File: config.mk
export PLATFORM = sky130hd
export DESIGN_NAME = vpipe_isa_alu
export DESIGN_NICKNAME = d
export VERILOG_FILES = /design/src/rtl/vpipe_isa_pkg.sv /design/src/rtl/vpipe_isa_alu.sv
export SDC_FILE = /design/constraint.sdc
export NUM_CORES = 1
export LEC_CHECK = 0
export BUFFER_PORTS_ARGS = -buffer_cell sky130_fd_sc_hd__buf_2
export CORE_AREA = 4 4 41 43
export DETAILED_ROUTE_END_ITERATION = 10
export DIE_AREA = 0 0 45 47
export PLACE_DENSITY = 0.8
export RECOVER_POWER = 100
export SLEW_MARGIN = 40
export SYNTH_ARGS = -nofsm -noshare
export SYNTH_HDL_FRONTEND = slang
export SYNTH_SLANG_ARGS = --single-unit
File: constraint.sdc
create_clock -name vclk -period 3
set_input_delay 0.3 -clock vclk [all_inputs]
set_output_delay 0.3 -clock vclk [all_outputs]
set_load 0.03 [all_outputs]
File: src/rtl/vpipe_isa_pkg.sv
// Shared types and instruction field helpers for the vpipe ISA reference model.
// Field helpers take the register-index width as an argument so any NREG can reuse them.
package vpipe_isa_pkg;

    typedef enum logic [1:0] {
        OP_NOP = 2'd0,
        OP_ADD = 2'd1,
        OP_SUB = 2'd2,
        OP_AND = 2'd3
    } opcode_t;

    // Helpers work on a zero-extended instruction up to this index width.
    localparam int MAX_RI = 8;
    localparam int MAX_IW = 2 + 3 * MAX_RI;

    function automatic logic [MAX_RI-1:0] ri_mask(input int ri);
        logic [MAX_RI-1:0] m;
        m = '0;
        for (int i = 0; i < MAX_RI; i++) begin
            if (i < ri) m[i] = 1'b1;
        end
        return m;
    endfunction

    function automatic logic [1:0] get_op(input logic [MAX_IW-1:0] inst, input int ri);
        logic [MAX_IW-1:0] sh;
        sh = inst >> (3 * ri);
        return sh[1:0];
    endfunction

    function automatic logic [MAX_RI-1:0] get_rs1(input logic [MAX_IW-1:0] inst, input int ri);
        logic [MAX_IW-1:0] sh;
        sh = inst >> (2 * ri);
        return sh[MAX_RI-1:0] & ri_mask(ri);
    endfunction

    function automatic logic [MAX_RI-1:0] get_rs2(input logic [MAX_IW-1:0] inst, input int ri);
        logic [MAX_IW-1:0] sh;
        sh = inst >> ri;
        return sh[MAX_RI-1:0] & ri_mask(ri);
    endfunction

    function automatic logic [MAX_RI-1:0] get_rd(input logic [MAX_IW-1:0] inst, input int ri);
        return inst[MAX_RI-1:0] & ri_mask(ri);
    endfunction

endpackage

File: src/rtl/vpipe_isa_alu.sv
// Combinational ALU for the vpipe ISA model: ADD/SUB wrap modulo 2^DW, NOP yields zero.
module vpipe_isa_alu
    import vpipe_isa_pkg::*;
#(
    parameter int DW = 8
) (
    input  opcode_t         op,
    input  logic [DW-1:0]   a,
    input  logic [DW-1:0]   b,
    output logic [DW-1:0]   result
);

    always_comb begin
        result = '0;
        unique case (op)
            OP_ADD:  result = a + b;
            OP_SUB:  result = a - b;
            OP_AND:  result = a & b;
            default: result = '0;
        endcase
    end

endmodule

==> summary.md <==
| Metric | Value |
|---|---|
| Status | finished clean |
| Nets | between 100 and 150 |
| Area taken by multi-input logic gates | 611 µm² |
| Post-Syn Area | ~630 µm² |
| Initial antenna violation count | 0 |
| Final instance area | slightly below 800 µm² |
| Least-Margin Pin Slew | about 0.37 ns |
| Endpoints failing hold | 0 |
| ANT nets after route | 0 |
| GPL Wtd Cong | 0.776 |
| Vias in the first global route | 582 |
| Post-synth cell types | 28 |
| Area growth syn-to-layout | 24.7% |
| Crit path from | op[0] |
| Seq. cell area | 0 µm² |
| Most common cell in the netlist | ha_1 |
| Worst IR Drop VDD | 0.000152 V |
| Post-synth top area share | 23.7% |
| Final min period | between 2 and 3 ns |
| First-pass GRT wire length | approximately 2.3 mm |
| GRT Total Usage | roughly 14% |
| RSZ-0062 raised after global routing | no |
| Yosys warning count | 0 |
| Layout clock buffers | 0 |
| Crit path capture type | output port |
| Starting density of the core | between 40% and 50% |
| Fraction of layout cells with a size suffix above 1 | roughly 30% |
| Setup TNS | 0 ns |
| # rows | 13 |
| Wire length per cell | 11.8 µm |
| Arrival @ worst endpoint | roughly 2.6 ns |
| Drt first pass iters | 4 |
| Crit path launch type | primary input |
| Slew headroom | between 70% and 80% |
| Peak Freq | approximately 350 MHz |
| IO Count | 26 |
| Largest net degree at the start of global routing | 8 |
| Filler cells | between 100 and 150 |
| Sequential cells | 0 |
| Hpwl dp | between 1 and 1.5 mm |
| Final WS setup | about 0.12 ns |
| Mean Syn Cell Area | between 7 and 8 µm² |
| Synth area leader | ha_1 |
| Post-synth top cells | ha_1, inv_1, nor2_1, xnor2_1, a21oi_1 |
| Synth Net Count | roughly 110 |
| Worst Setup Path Type | primary input to output port |
| Hold Buf Count CTS | 0 |
| Die area | roughly 0.0021 mm² |
| Post-route DRC | 0 |
| Total grt overflow | 0 |
| Final period util | 95.9% |
| LEAKAGE | between 0.3 and 0.4 nW |
| Seq/Total Area, Yosys | 0% |
| Top cells by area, synth | ha_1, xnor2_1, a21oi_1 |
| Post-Place Cell Area | between 700 and 800 µm² |
| # port buffers | 26 |
| Min-Delay Path Class | primary input to output port |
| Pwr Density | around 280 mW/mm² |
| Slew Viols, Final | 0 |
| Worst EP required | ~2.7 ns |
| MaxCap Viol Count | 0 |
| Final wirelength | 1.44 mm |
| Antenna cells | 0 |
| Chip Height | about 47 µm |
| Worst-path fanout max | 5 |
| Die W | approximately 45 µm |
| Area of the core | 0.00130 mm² |
| Hold Startpoint | b[7] |
| Setup violators final | 0 |
| Via-per-instance ratio | 5.33 |
| DR vias | between 600 and 700 |
| Mapped Cells | 80 |
| Dpl ws | around 0.11 ns |
| Initial DRC Count | 8 |
-- cell usage in the layout, fill, tap and decap left out, drive strengths merged, types with 4 or more instances in the layout --
cell type	synthesis	routed
buf	0	21
nor3	4	4
xnor2	8	8
nor2	7	7
o21ai	4	4
nand3	4	4
inv	8	8
clkbuf	0	6
a21oi	7	7
ha	12	12
-- what timing repair did --
action,4_1_cts,5_1_grt
buffers inserted,0,0
setup endpoints to repair,0,1
resized for setup,0,1
-- per-layer routing --
layer	wire, µm	share of wire (%)	up-vias	track usage, %
li1	-	-	340	-
met1	563	39	289	17.0
met2	765	53	21	29.4
met3	114	7.9	0	0
met4	0	0	0	0
met5	0	0	-	0
-- metrics by stage --
step	utilization [%]	power (W)	hold WS, ns	instances
2_1_floorplan	-	0.000162	0.802	80
3_5_place_dp	60.8	0.000221	1.00	122
3_3_place_gp	60.8	0.000216	0.990	122
5_1_grt	60.8	0.000241	1.06	122
6_report	60.8	0.000220	1.03	122
4_1_cts	60.8	0.000222	1.00	122
-- worst paths after layout --
path                  slack [ns]  cells after the start   endpoint
worst max-delay path        0.12                     12  result[6]
worst min-delay path        1.03                      4  result[7]
-- worst max-delay path, cell delays in order --
cell      delay [ns]
buf_2           0.11
inv_1           0.07
ha_1            0.23
mux2_2          0.38
fa_1            0.47
nor2b_4         0.14
o21ai_2         0.07
a21boi_2        0.16
o21a_1          0.15
nor3_1          0.06
o31ai_2         0.21
buf_2           0.23
-- cells by family (layout without fill, tap and decap cells) --
| logic type | after synthesis | after routing | share of synthesized area (%) |
|---|---|---|---|
| compound gates | 21 | 21 | 23.3 |
| xor+xnor | 11 | 11 | 19.3 |
| fa+ha+maj | 13 | 13 | 26.8 |
| buf+inv | 8 | 35 | 4.73 |
| mux | 1 | 1 | 1.78 |
| simple gates | 26 | 26 | 24.1 |
-- area by class of cell --
class                      count  share of cell area [%]
multi-input combinational     72                    77.2
timing repair buffer          27                    16.6
inverter                       8                    3.80
tap                           15                    2.37
-- report_power, final --
group	internal (W)	switching, W	leakage [nW]
registers	0	0	0
clock network	0	0	0
logic	0.0000898	0.000130	0.376
Power figures use the tool's default switching activity.
